<file path="config.mk">
export PLATFORM = sky130hd
export DESIGN_NAME = seg7_scan_decoder_flat
export DESIGN_NICKNAME = d
export VERILOG_FILES = /design/src/rtl/seg7_pkg.sv /design/src/rtl/seg7_scan_decoder_if.sv /design/src/rtl/seg7_pattern_decode.sv /design/src/rtl/seg7_scan_decoder.sv /design/src/flat_wrapper.sv
export SDC_FILE = /design/constraint.sdc
export NUM_CORES = 1
export LEC_CHECK = 0
export CAP_MARGIN = 20
export CORE_UTILIZATION = 60
export CTS_BUF_LIST = sky130_fd_sc_hd__clkbuf_4 sky130_fd_sc_hd__clkbuf_8 sky130_fd_sc_hd__clkbuf_16
export DETAILED_ROUTE_END_ITERATION = 10
export GPL_TIMING_DRIVEN = 0
export PLACE_DENSITY = 0.9
export SLEW_MARGIN = 20
export SYNTH_ARGS = -nofsm -noshare
export SYNTH_HDL_FRONTEND = slang
export SYNTH_HIERARCHICAL = 1
export SYNTH_SLANG_ARGS = --single-unit
</file>
<file path="constraint.sdc">
create_clock -name clk -period 5 [get_ports clk]
set_clock_uncertainty 0.2 [all_clocks]
set_input_delay 1 -clock clk [delete_from_list [all_inputs] [get_ports clk]]
set_output_delay 1 -clock clk [all_outputs]
set_load 0.1 [all_outputs]
</file>
<file path="src/rtl/seg7_pkg.sv">
// Shared 7-segment constants (active-low, bit6=g ... bit0=a) and scan-decoder FSM state type.
package seg7_pkg;

    localparam logic [6:0] SEG_0     = 7'b1000000;
    localparam logic [6:0] SEG_1     = 7'b1111001;
    localparam logic [6:0] SEG_2     = 7'b0100100;
    localparam logic [6:0] SEG_3     = 7'b0110000;
    localparam logic [6:0] SEG_4     = 7'b0011001;
    localparam logic [6:0] SEG_5     = 7'b0010010;
    localparam logic [6:0] SEG_6     = 7'b0000010;
    localparam logic [6:0] SEG_7     = 7'b1111000;
    localparam logic [6:0] SEG_8     = 7'b0000000;
    localparam logic [6:0] SEG_9     = 7'b0010000;
    localparam logic [6:0] SEG_BLANK = 7'b1111111;

    localparam logic [3:0] DIG_BLANK = 4'hF;
    localparam logic [3:0] DIG_ERR   = 4'hE;

    typedef enum logic [1:0] {StWait, StSettle, StHold} scan_state_e;

endpackage

</file>
<file path="src/rtl/seg7_scan_decoder_if.sv">
// Display-bus tap and decoded-frame signals; SEG7_DP_EN adds the decimal-point lines.
interface seg7_scan_decoder_if #(
    parameter int unsigned NUM_DIGITS = 4
);
    logic [6:0]              seg_n;
    logic [NUM_DIGITS-1:0]   an_n;
    logic [4*NUM_DIGITS-1:0] digits;
    logic [NUM_DIGITS-1:0]   digit_err;
    logic                    frame_valid;
`ifdef SEG7_DP_EN
    logic                    seg_dp_n;
    logic [NUM_DIGITS-1:0]   dp;

    modport master (output seg_n, an_n, seg_dp_n, input digits, digit_err, frame_valid, dp);
    modport slave  (input seg_n, an_n, seg_dp_n, output digits, digit_err, frame_valid, dp);
`else
    modport master (output seg_n, an_n, input digits, digit_err, frame_valid);
    modport slave  (input seg_n, an_n, output digits, digit_err, frame_valid);
`endif
endinterface

</file>
<file path="src/rtl/seg7_pattern_decode.sv">
// Combinational active-low 7-segment pattern to 4-bit value; unknown patterns flag an error.
module seg7_pattern_decode
    import seg7_pkg::*;
(
    input  logic [6:0] i_seg_n,
    output logic [3:0] o_value,
    output logic       o_err
);

    always_comb begin
        o_value = DIG_ERR;
        o_err   = 1'b1;
        case (i_seg_n)
            SEG_0:     begin o_value = 4'd0;      o_err = 1'b0; end
            SEG_1:     begin o_value = 4'd1;      o_err = 1'b0; end
            SEG_2:     begin o_value = 4'd2;      o_err = 1'b0; end
            SEG_3:     begin o_value = 4'd3;      o_err = 1'b0; end
            SEG_4:     begin o_value = 4'd4;      o_err = 1'b0; end
            SEG_5:     begin o_value = 4'd5;      o_err = 1'b0; end
            SEG_6:     begin o_value = 4'd6;      o_err = 1'b0; end
            SEG_7:     begin o_value = 4'd7;      o_err = 1'b0; end
            SEG_8:     begin o_value = 4'd8;      o_err = 1'b0; end
            SEG_9:     begin o_value = 4'd9;      o_err = 1'b0; end
            SEG_BLANK: begin o_value = DIG_BLANK; o_err = 1'b0; end
            default:   ;
        endcase
    end

endmodule

</file>
<file path="src/rtl/seg7_scan_decoder.sv">
// Multiplexed 7-segment bus receiver: sync, stability filter, per-strobe capture, frame publish.
// Optional SEG7_DP_EN also captures the decimal point per digit.
module seg7_scan_decoder
    import seg7_pkg::*;
#(
    parameter int unsigned NUM_DIGITS    = 4,
    parameter int unsigned STABLE_CYCLES = 8
) (
    input logic              clk,
    input logic              rst,
    seg7_scan_decoder_if.slave bus
);

    localparam int unsigned      CntW   = $clog2(STABLE_CYCLES + 1);
    localparam logic [CntW-1:0]  CntMax = CntW'(STABLE_CYCLES);

    logic [6:0]              r_seg_meta, r_seg_sync, r_seg_prev;
    logic [NUM_DIGITS-1:0]   r_an_meta, r_an_sync, r_an_prev;
    logic [CntW-1:0]         r_cnt;
    scan_state_e             r_state, w_state_d;
    logic                    w_changed, w_dp_changed, w_onehot, w_capture;
    logic [3:0]              w_dec_value;
    logic                    w_dec_err;
    logic [NUM_DIGITS-1:0]   r_seen, w_seen_d;
    logic                    r_pend, r_valid;
    logic [4*NUM_DIGITS-1:0] r_shadow_val, r_digits;
    logic [NUM_DIGITS-1:0]   r_shadow_err, r_digit_err;

    always_ff @(posedge clk) begin
        if (rst) begin
            r_seg_meta <= SEG_BLANK;
            r_seg_sync <= SEG_BLANK;
            r_seg_prev <= SEG_BLANK;
            r_an_meta  <= '1;
            r_an_sync  <= '1;
            r_an_prev  <= '1;
            r_cnt      <= '0;
        end else begin
            r_seg_meta <= bus.seg_n;
            r_seg_sync <= r_seg_meta;
            r_seg_prev <= r_seg_sync;
            r_an_meta  <= bus.an_n;
            r_an_sync  <= r_an_meta;
            r_an_prev  <= r_an_sync;
            if (w_changed) begin
                r_cnt <= CntW'(1);
            end else if (r_cnt != CntMax) begin
                r_cnt <= r_cnt + 1'b1;
            end
        end
    end

`ifdef SEG7_DP_EN
    logic                  r_dp_meta, r_dp_sync, r_dp_prev;
    logic [NUM_DIGITS-1:0] r_shadow_dp, r_dp;

    always_ff @(posedge clk) begin
        if (rst) begin
            r_dp_meta   <= 1'b1;
            r_dp_sync   <= 1'b1;
            r_dp_prev   <= 1'b1;
            r_shadow_dp <= '0;
            r_dp        <= '0;
        end else begin
            r_dp_meta <= bus.seg_dp_n;
            r_dp_sync <= r_dp_meta;
            r_dp_prev <= r_dp_sync;
            if (r_pend) begin
                r_dp <= r_shadow_dp;
            end
            for (int i = 0; i < NUM_DIGITS; i++) begin
                if (w_capture && !r_an_sync[i]) begin
                    r_shadow_dp[i] <= ~r_dp_sync;
                end
            end
        end
    end

    assign w_dp_changed = (r_dp_sync != r_dp_prev);
    assign bus.dp       = r_dp;
`else
    assign w_dp_changed = 1'b0;
`endif

    assign w_changed = (r_seg_sync != r_seg_prev) || (r_an_sync != r_an_prev) || w_dp_changed;
    assign w_onehot  = $onehot(~r_an_sync);

    always_ff @(posedge clk) begin
        if (rst) begin
            r_state <= StWait;
        end else begin
            r_state <= w_state_d;
        end
    end

    always_comb begin
        w_state_d = r_state;
        w_capture = 1'b0;
        unique case (r_state)
            StWait: begin
                if (w_onehot) begin
                    w_state_d = StSettle;
                end
            end
            StSettle: begin
                if (!w_onehot) begin
                    w_state_d = StWait;
                end else if (!w_changed && r_cnt == CntMax) begin
                    w_capture = 1'b1;
                    w_state_d = StHold;
                end
            end
            StHold: begin
                if (w_changed) begin
                    w_state_d = w_onehot ? StSettle : StWait;
                end
            end
            default: w_state_d = StWait;
        endcase
    end

    seg7_pattern_decode u_decode (
        .i_seg_n (r_seg_sync),
        .o_value (w_dec_value),
        .o_err   (w_dec_err)
    );

    // A capture in the publish cycle lands in the freshly cleared mask.
    assign w_seen_d = (r_pend ? '0 : r_seen) | (w_capture ? ~r_an_sync : '0);

    always_ff @(posedge clk) begin
        if (rst) begin
            r_seen       <= '0;
            r_pend       <= 1'b0;
            r_valid      <= 1'b0;
            r_shadow_val <= '0;
            r_shadow_err <= '0;
            r_digits     <= '0;
            r_digit_err  <= '0;
        end else begin
            r_seen  <= w_seen_d;
            r_pend  <= w_capture && (&w_seen_d);
            r_valid <= r_pend;
            if (r_pend) begin
                r_digits    <= r_shadow_val;
                r_digit_err <= r_shadow_err;
            end
            for (int i = 0; i < NUM_DIGITS; i++) begin
                if (w_capture && !r_an_sync[i]) begin
                    r_shadow_val[4*i +: 4] <= w_dec_value;
                    r_shadow_err[i]        <= w_dec_err;
                end
            end
        end
    end

    assign bus.digits      = r_digits;
    assign bus.digit_err   = r_digit_err;
    assign bus.frame_valid = r_valid;

endmodule

</file>
<file path="src/flat_wrapper.sv">
// flat-port wrapper written by rule: the top's interface ports become plain ports
module seg7_scan_decoder_flat import seg7_pkg::*;
#(
    parameter int unsigned NUM_DIGITS    = 4,
    parameter int unsigned STABLE_CYCLES = 8
)
  (clk, rst, bus_seg_n, bus_an_n, bus_digits, bus_digit_err, bus_frame_valid);
  seg7_scan_decoder_if #(.NUM_DIGITS(NUM_DIGITS)) bus_i ();
  input logic clk;
  input logic rst;
  input wire logic [$bits(bus_i.seg_n)-1:0] bus_seg_n;
  input wire logic [$bits(bus_i.an_n)-1:0] bus_an_n;
  output wire logic [$bits(bus_i.digits)-1:0] bus_digits;
  output wire logic [$bits(bus_i.digit_err)-1:0] bus_digit_err;
  output wire logic [$bits(bus_i.frame_valid)-1:0] bus_frame_valid;
  assign bus_i.seg_n = bus_seg_n;
  assign bus_i.an_n = bus_an_n;
  assign bus_digits = bus_i.digits;
  assign bus_digit_err = bus_i.digit_err;
  assign bus_frame_valid = bus_i.frame_valid;
  seg7_scan_decoder #(.NUM_DIGITS(NUM_DIGITS), .STABLE_CYCLES(STABLE_CYCLES)) u_core (.clk(clk), .rst(rst), .bus(bus_i));
endmodule
</file>
======== Yosys cells after proc, flatten, opt, wreduce, memory -nomap -nowiden ========
Cells that the tools add are included.
storage, ports and cells
  bits in registers ....................... 85
  latch bits .............................. 0
  bits in writable memories ............... 0
  bits in read-only memories .............. 0
  output and inout port bits .............. 21
  memories ................................ 0
cells by class
  add/sub/neg operators ................... 4
  multiply operators ...................... 0
  divide/modulo/power cells ............... 0
  magnitude comparators ................... 0
  equal/unequal tests ..................... 20
  shifts and indexed selects .............. 0
  multiplexer cells ....................... 15
  bitwise gates (word level) .............. 2
  reductions and logical operators ........ 19
operators with widths
  operator             number
  $pmux 4 s11          1
  $eq 7x7->1 const B   4
  $eq 7x5->1 const B   3
  $eq 7x6->1 const B   2
  $reduce_or 11->1     1
  $mux 2               4
  $mux 4               2
  $eq 7x2->1 const B   1
  $logic_not 7->1      1
  $mux 1               7
  $ne 7x7->1           1
  $logic_and 1x1->1    6
  $pmux 2 s3           1
  $logic_not 1->1      5
  $add 1x1->2          2
  $add 4x1->4 const B  1
  $eq 4x4->1 const B   1
  $ne 2x1->1 const B   2
  $ne 4x4->1           1
  $ne 4x4->1 const B   1
  $not 4->4            1
  $or 4x4->4           1
  $reduce_and 4->1     1
  $add 3x3->3          1
  other kinds (9)      9

======== Longest topological paths before layout ========
Gate-level depths: netlist of run 1.
  word-level depth ........................ 11
  depth in mapped cells ................... 9

======== Modules after synthesis ========
Netlist of run 1, hierarchy kept.
by module, submodules not included
  module               instances  cells each  area an instance (um2)  seq. area each (um2)
  seg7_scan_decoder    1          289         3115.5                  1701.6
  seg7_pattern_decode  1          37          246.5                   0.0

======== Worst setup path before layout of run 1 ========
OpenSTA, ideal clock, no wires.
  path kind ............................... register to register
  start point ............................. reg u_core.r_an_sync[0]
  end point ............................... reg u_core.r_shadow_val[2]
  setup time .............................. 72 ps
  arrival ................................. 2643 ps
  setup slack ............................. 2086 ps
  stages on the path, launching flop included .. 10
  buffers on the path ..................... 1
  path through ............................ dfxtp_1 -> fa_1 -> inv_1 -> ha_1 -> ha_1 -> or4b_4 -> nor4_2 -> and4_1 -> buf_4 -> mux2i_1
on the way
  longest elaborated chain between the ends .. 8
RTL lines
  element                                              RTL line                  text
  start, declared                                      seg7_scan_decoder.sv:18   logic [NUM_DIGITS-1:0] r_an_meta, r_an_sync, r_an_prev;
  start signal, assigned                               seg7_scan_decoder.sv:43   r_an_sync <= r_an_meta;
  branches (longest 7 deep; another with $add 3x3->3)  n/a
  $logic_and 1x1->1 (*)                                seg7_scan_decoder.sv:149  if (w_capture && !r_an_sync[i]) begin
  end signal, assigned by index                        seg7_scan_decoder.sv:150  r_shadow_val[4*i +: 4] <= w_dec_value;
  end, declared                                        seg7_scan_decoder.sv:26   logic [4*NUM_DIGITS-1:0] r_shadow_val, r_digits;
Every way passes the cells marked *.
A chain may end at the register's enable or synchronous reset.

======== Final worst setup path of run 1 ========
  start point ............................. reg u_core.r_an_sync[0]
  end point ............................... reg u_core.r_shadow_val[13]
on the way
  longest elaborated chain between the ends .. 8
RTL lines
  element                                              RTL line                  text
  branches (longest 5 deep; another with $add 3x3->3)  n/a
  $mux 1 (*)                                           seg7_scan_decoder.sv:106  if (!w_onehot) begin
  $mux 1 (*)                                           seg7_scan_decoder.sv:99   unique case (r_state)
  $logic_and 1x1->1 (*)                                seg7_scan_decoder.sv:149
Marked as above.

==> results.md, run 1 <==
* Residual DRC at 0
* Hold Path Sink: u_core/r_seg_sync[0]
* Unrepaired setup endpoints after global routing: no
* Largest net degree at the start of global routing at 14
* Critical Path Max Stage Delay at ~570 ps
* Gr ovfl total at 0
* Synth Area per Inst at between 10 and 15 sq um
* Fin crit period at around 3200 ps
* Die X at 76.86 microns
* VDD IR max at 255.4 uV
* Max FO, Critical Path at 6
* Crit-path cells: fa_1 > inv_1 > ha_1 > ha_1 > or4b_4 > nor4_1 > nand4_2 > mux2i_1
* Hold Fails Final Rpt at 0
* Via Count at 2413
* Min Hold Slack at about 210 ps
* Max cap viols at 0
* # clock sinks at 85
* DRT Pass-1 Iters at 4
* Later-pin clock latency in the skew report at between 300 and 400 ps
* Vias in the first global route at about 2.4k
* Synth unique cells at 48
* Ys async rst share at 0%
* Data required time of the worst path at ~5000 ps
* CTS tree: yes
* Launching point of the worst reg2reg path: u_core/r_an_sync[0]
* Worst R2R Path Depth at 8
* Finished Layout Cells at about 440
* # diodes at 0
* Mapped Area at 3362 sq um
* Fillers at 364
* I/O pin count at 34
* H-tree depth at 3
* Max clock buf depth at 2
* Final #Nets at between 300 and 400
* Max-slew headroom at a little over a third
* Peak Freq at between 300 and 400 MHz
* Post-cts sizing count at 0
* # rows at 26
* Setup violators final at 0
* Starting density of the core at roughly 64%
* GRT Util Overall at 24.08%
* First-pass GRT wire length at roughly 11000 microns
* Post-layout util at between 70 and 80%
* Top_reg_cell synth: dfxtp_1
* Initial antenna violation count at 0
* Final ANT Viol Nets at 0
* Top cells by count, synth: dfxtp_1, mux2i_1, or2_2
* Tcrit/Tclk final at 64.64%
* Critical Path End Type: flop
* Cells after DPL at approximately 430
* Post-DP HPWL at between 4000 and 5000 microns
* CP arrival at around 3300 ps
* Iter 0 DRT Violations at around 130
* Final Slew Violations at 0
* Synth top area share at between 50% and 60%
* PortBufs at 33
* Worst hold stages at 1
* Vias per cell at ~5.4
* Cells after Synth at 326
* Crit path from: u_core/r_an_sync[0]
* Post-synthesis sequential area ratio at approximately half
* Hold Path Class: flop to flop
* PD cells at between 300 and 400 nW/um^2
* Hold Buf Count CTS at 0
* Syn_nets at around 340
* Startpoint types: flop
* Warnings from Yosys at 6
* Crit-path slowest cell: or4b_4
* Flops & latches, synth at 85
* # Post-CTS Setup Buffers at 0
* FF-to-FF setup slack at 1770 ps
* Crit Path Category: flop to flop
* Total wire length at 6415 microns
* Layout cells sized above 1 at roughly 18%
* Routability cong. at just under 0.9
* Die height at 76.86 microns
* Core area at about 5200 sq um
* WL per Instance at between 10 and 15 microns
* Status: completed
* Reg2reg end: u_core/r_shadow_val[13]
* Die area at around 5900 sq um
* Synth top area cells: dfxtp_1, mux2i_1, or2_2
* Tot Pwr at 1318 uW
* Crit-path most repeated cell: ha_1
* Area grow syn2layout at 18.98%
* Leakage at roughly 0.0016 uW
* CTS clk-pin slew, worst paths at around 80 ps
* Area leader, netlist: dfxtp_1
* Worst-Margin Slew at ~970 ps
* Root Driver: clkbuf_8
* Post-route setup TNS at 0 ps
* Worst hold path startpoint: u_core/r_seg_meta[0]
* Post-synth EDFFs at 0
* Count leader, synth: dfxtp_1
* CTS buffer count at 9
-- where the power goes --
group          internal, uW  switching [uW]  total [uW]  leakage (uW)
sequential              689            10.5         699      0.000692
combinational          40.9            49.7        90.6      0.000775
clock                   305             223         528      0.000112
total                  1030             284        1320       0.00158
-- worst max path at each step --
stage                         endpoint  slack (ps)
3_3_place_gp   u_core/r_shadow_val[13]        1840
2_1_floorplan   u_core/r_shadow_val[2]        2090
6_report       u_core/r_shadow_val[13]        1770
5_1_grt        u_core/r_shadow_val[13]        1550
3_5_place_dp   u_core/r_shadow_val[13]        1810
4_1_cts        u_core/r_shadow_val[13]        1790
-- flip-flops by register name, indices dropped and copies added, names as in the netlist --
register                count
u_core/r_seg_sync           7
u_core/r_seg_meta           7
u_core/r_seen               4
u_core/bus.digit_err        4
u_core/bus.frame_valid      1
u_core/r_an_prev            4
u_core/r_pend               1
u_core/r_cnt                4
u_core/r_an_meta            4
u_core/r_shadow_val        16
u_core/r_an_sync            4
u_core/bus.digits          16
u_core/r_state              2
u_core/r_shadow_err         4
u_core/r_seg_prev           7
-- cells by family (layout without fill, tap and decap cells) --
kind of cell    after synthesis  after routing  share of synthesized area (%)
mux                          41             41                          12.21
flops                        85             85                          50.61
xor+xnor                     15             15                          3.908
simple gates                139            139                          24.12
compound gates               18             18                          4.168
buf+inv                      23             70                          2.903
fa+ha+maj                     5              5                          2.084
-- critical path, delay by kind of cell (launching register included) --
family	cells	cell delay [ps]
adder cells (fa/ha/maj)	3	1020
buffers and inverters	1	40
multiplexers	1	270
AND/OR/NAND/NOR	3	1230
flip-flops	1	400
-- per-layer routing --
layer | up-vias | global-route usage [%] | share of wire (%)
met5 | - | 0 | 0
met1 | 1166 | 28.00 | 44
met2 | 54 | 41.79 | 51
met3 | 8 | 7.143 | 3.9
li1 | 1185 | - | -
met4 | 0 | 8.462 | 1.2
-- stage by stage --
step / instance area (sq um) / worst slack, ps
floorplan: 3362 / 2086
global placement: 3780 / 1842
detailed placement: 3780 / 1811
CTS: 4000 / 1786
global route: 4000 / 1551
finish: 4000 / 1768
-- layout make-up --
type	instances	area, sq um	area share (%)
clock buffer	11	151.4	3.785
timing repair buffer	33	330.3	8.258
clock inverter	3	68.82	1.720
tap	70	87.58	2.190
inverter	9	33.78	0.8445
sequential	85	1702	42.54
buffer	14	63.81	1.595
multi-input combinational	218	1563	39.07
-- layout by cell type, fill, tap and decap left out, types with 4 or more instances in the layout --
master / Yosys / routed
clkbuf_8: 0 / 11
ha_1: 4 / 4
clkdlybuf4s50_1: 0 / 33
nand4_2: 4 / 4
xor2_1: 13 / 13
nor4_2: 4 / 4
nand2_1: 31 / 31
clkbuf_1: 8 / 8
or2_2: 33 / 33
inv_1: 8 / 8
a21oi_1: 7 / 7
nor2_1: 28 / 28
nor3_1: 5 / 5
nand2b_1: 4 / 4
dfxtp_1: 85 / 85
mux2i_1: 41 / 41
nand3_1: 5 / 5
(Power assumes the default switching activity.)
==> run 2, diff against run 1 <==
- CORE_UTILIZATION: 60 -> 50
- PLACE_DENSITY: 0.9 -> 0.81
- clock period: 5 -> 2.6 ns (I/O delays scaled with it)
==> results.md, run 2 (synthesis results as in run 1) <==
* Tcrit/Tclk final at 113.9% (was 64.64%)
* Most common cell after layout, fill and taps aside: dfxtp_1 (unchanged)
* Final #Nets at 392 (was 388)
* Critical Path End Type: flop (unchanged)
* # diodes at 0 (unchanged)
* Launching point of the worst reg2reg path: u_core/r_an_sync[1] (was u_core/r_an_sync[0])
* Post-DP HPWL at 4604 microns (was 4375 microns)
* Root Driver: clkbuf_8 (unchanged)
* Reg2reg end: u_core/r_shadow_val[1] (was u_core/r_shadow_val[13])
* Routability cong. at 0.8262 (was 0.8918)
* Max clock buf depth at 2 (unchanged)
* Die X at 84 microns (was 76.86 microns)
* Final worst setup slack at -362.2 ps (was 1768 ps)
* Starting density of the core at 52.35% (was 64.19%)
* Later-pin clock latency in the skew report at 360 ps (was 350 ps)
* PortBufs at 33 (unchanged)
* Data required time of the worst path at 2690 ps (was 5070 ps)
* Hold Path Sink: u_core/r_seg_sync[5] (was u_core/r_seg_sync[0])
* Post-layout util at 64.64% (was 76.37%)
* Hold Fails Final Rpt at 0 (unchanged)
* Tot Pwr at 2439 uW (was 1318 uW)
* Crit-path most repeated cell: ha_4 (was ha_1)
* CP delay by family, top: simple AND/OR/NAND/NOR gates (unchanged)
* Fin crit period at 2962 ps (was 3232 ps)
* Max-slew headroom at 33.43% (was 34.80%)
* Critical Path Max Stage Delay at 560 ps (was 570 ps)
* # clock sinks at 85 (unchanged)
* Worst-Margin Slew at 997.0 ps (was 975.0 ps)
* Crit-path cells: fa_1 > inv_2 > ha_4 > ha_4 > or4b_4 > nor4_4 > and4_1 > buf_6 > mux2i_1 (was fa_1 > inv_1 > ha_1 > ha_1 > or4b_4 > nor4_1 > nand4_2 > mux2i_1)
* Layout cells sized above 1 at 21.64% (was 17.96%)
* Vias per cell at 5.257 (was 5.447)
* Max FO, Critical Path at 5 (was 6)
* Startpoint types: flop (unchanged)
* Status: finished, violations left (was completed)
* # rows at 29 (was 26)
* Leakage at 0.001769 uW (was 0.001579 uW)
* Worst path bufs/invs at 2 (was 1)
* Total wire length at 6469 microns (was 6415 microns)
* Setup violators final at 26 (was 0)
* Residual DRC at 2 (was 0)
* First-pass GRT wire length at 11210 microns (was 10870 microns)
* FF-to-FF setup slack at -360 ps (was 1770 ps)
* WL per Instance at 14.19 microns (was 14.48 microns)
* Min Hold Slack at 211.0 ps (was 210.6 ps)
* Worst R2R Path Depth at 9 (was 8)
* Area grow syn2layout at 23.48% (was 18.98%)
* Largest net degree at the start of global routing at 17 (was 14)
* Via Count at 2397 (was 2413)
* Gr ovfl total at 0 (unchanged)
* Core area at 6422 sq um (was 5238 sq um)
* Iter 0 DRT Violations at 78 (was 128)
* Unrepaired setup endpoints after global routing: yes (was no)
* CTS tree: yes (unchanged)
* Die height at 84 microns (was 76.86 microns)
* Vias in the first global route at 2421 (was 2365)
* Worst hold stages at 1 (unchanged)
* CTS buffer count at 9 (unchanged)
* Worst hold path startpoint: u_core/r_seg_meta[5] (was u_core/r_seg_meta[0])
* CP arrival at 3050 ps (was 3310 ps)
* Max cap viols at 0 (unchanged)
* Violations in the final reports: DRC, setup timing
* DRT Pass-1 Iters at 7 (was 4)
* PD cells at 587.5 nW/um^2 (was 329.5 nW/um^2)
* VDD IR max at 533.8 uV (was 255.4 uV)
* I/O pin count at 34 (unchanged)
* Final ANT Viol Nets at 0 (unchanged)
* GRT Util Overall at 20.35% (was 24.08%)
* CTS clk-pin slew, worst paths at 90 ps (was 80 ps)
* Peak Freq at 337.6 MHz (was 309.4 MHz)
* Initial antenna violation count at 0 (unchanged)
* Die area at 7056 sq um (was 5907 sq um)
* H-tree depth at 3 (unchanged)
* Commonest cells after routing, fill and taps aside: dfxtp_1, mux2i_1, or2_2 (was dfxtp_1, mux2i_1, clkdlybuf4s50_1, or2_2, nand2_1)
* Crit Path Category: flop to flop (unchanged)
* Crit-path slowest cell: or4b_4 (unchanged)
* Final Slew Violations at 0 (unchanged)
* Hold Path Class: flop to flop (unchanged)
==> run 2: changes by cell type in the layout (fill, tap and decap cells not counted), moves of 3 or more <==
| cell | delta |
|---|---|
| dfxtp_1 | -3 |
| clkdlybuf4s50_1 | -11 |
| nor4_4 | +3 |
| dlymetal6s2s_1 | +11 |
| buf_4 | +3 |
==> run 2: layout make-up <==
type	instances	area [sq um]
buffer	14	67.56
clock inverter	5	41.29
multi-input combinational	218	1658
clock buffer	11	156.4
tap	77	96.34
sequential	85	1710
fill	515	2271
timing repair buffer	37	387.9
inverter	9	33.78
==> run 2: worst max path at each step <==
stage / cells past startpoint / slack [ps] / end / from
after floorplan: 9 / -190 / u_core/r_shadow_val[2] / u_core/r_an_sync[1]
after global placement: 8 / -390 / u_core/r_shadow_val[14] / u_core/r_an_sync[3]
after detailed placement: 9 / -410 / u_core/r_shadow_val[3] / u_core/r_an_sync[3]
after CTS: 9 / -370 / u_core/r_shadow_val[1] / u_core/r_an_sync[1]
after global routing: 9 / -430 / u_core/r_shadow_val[1] / u_core/r_an_sync[1]
final: 9 / -360 / u_core/r_shadow_val[1] / u_core/r_an_sync[1]
==> run 2: what timing repair did <==
item | in CTS | in global routing
buffers inserted | 4 | 0
hold buffers | 0 | 0
pin swaps | 1 | 0
resized for setup | 4 | 14
endpoints found under the hold margin | 0 | 0
endpoints found under the setup margin | 26 | 37
==> run 2: report_power, final <==
part / internal, uW / switching, uW
combinational: 83.1 / 112
clock: 424 / 478
sequential: 1320 / 18.9
total: 1830 / 609
==> run 2: per-stage QoR <==
step / setup WS [ps] / cell area (sq um) / std cells / setup TNS [ps]
after global routing: -432.9 / 4151 / 456 / -9119
after CTS: -365.5 / 4101 / 456 / -7203
after global placement: -388.1 / 3856 / 436 / -7900
after floorplan: -188.1 / 3430 / 326 / -3899
final: -362.2 / 4151 / 456 / -7027
after detailed placement: -409.7 / 3856 / 436 / -8641
==> run 2: per-layer routing <==
layer	global-route usage [%]	up-vias	wire [microns]
met5	0	-	0
met4	8.777	0	134
met3	5.045	15	192
met2	34.20	45	3194
met1	24.69	1141	2947
li1	-	1196	-
==> run 2: worst register-to-register path, cell delays in order (launching register included) <==
cell and delay (ps):
dfxtp_4 360, fa_1 550, inv_2 40, ha_4 150, ha_4 230, or4b_4 560, nor4_4 210, and4_1 260
buf_6 130, mux2i_1 200
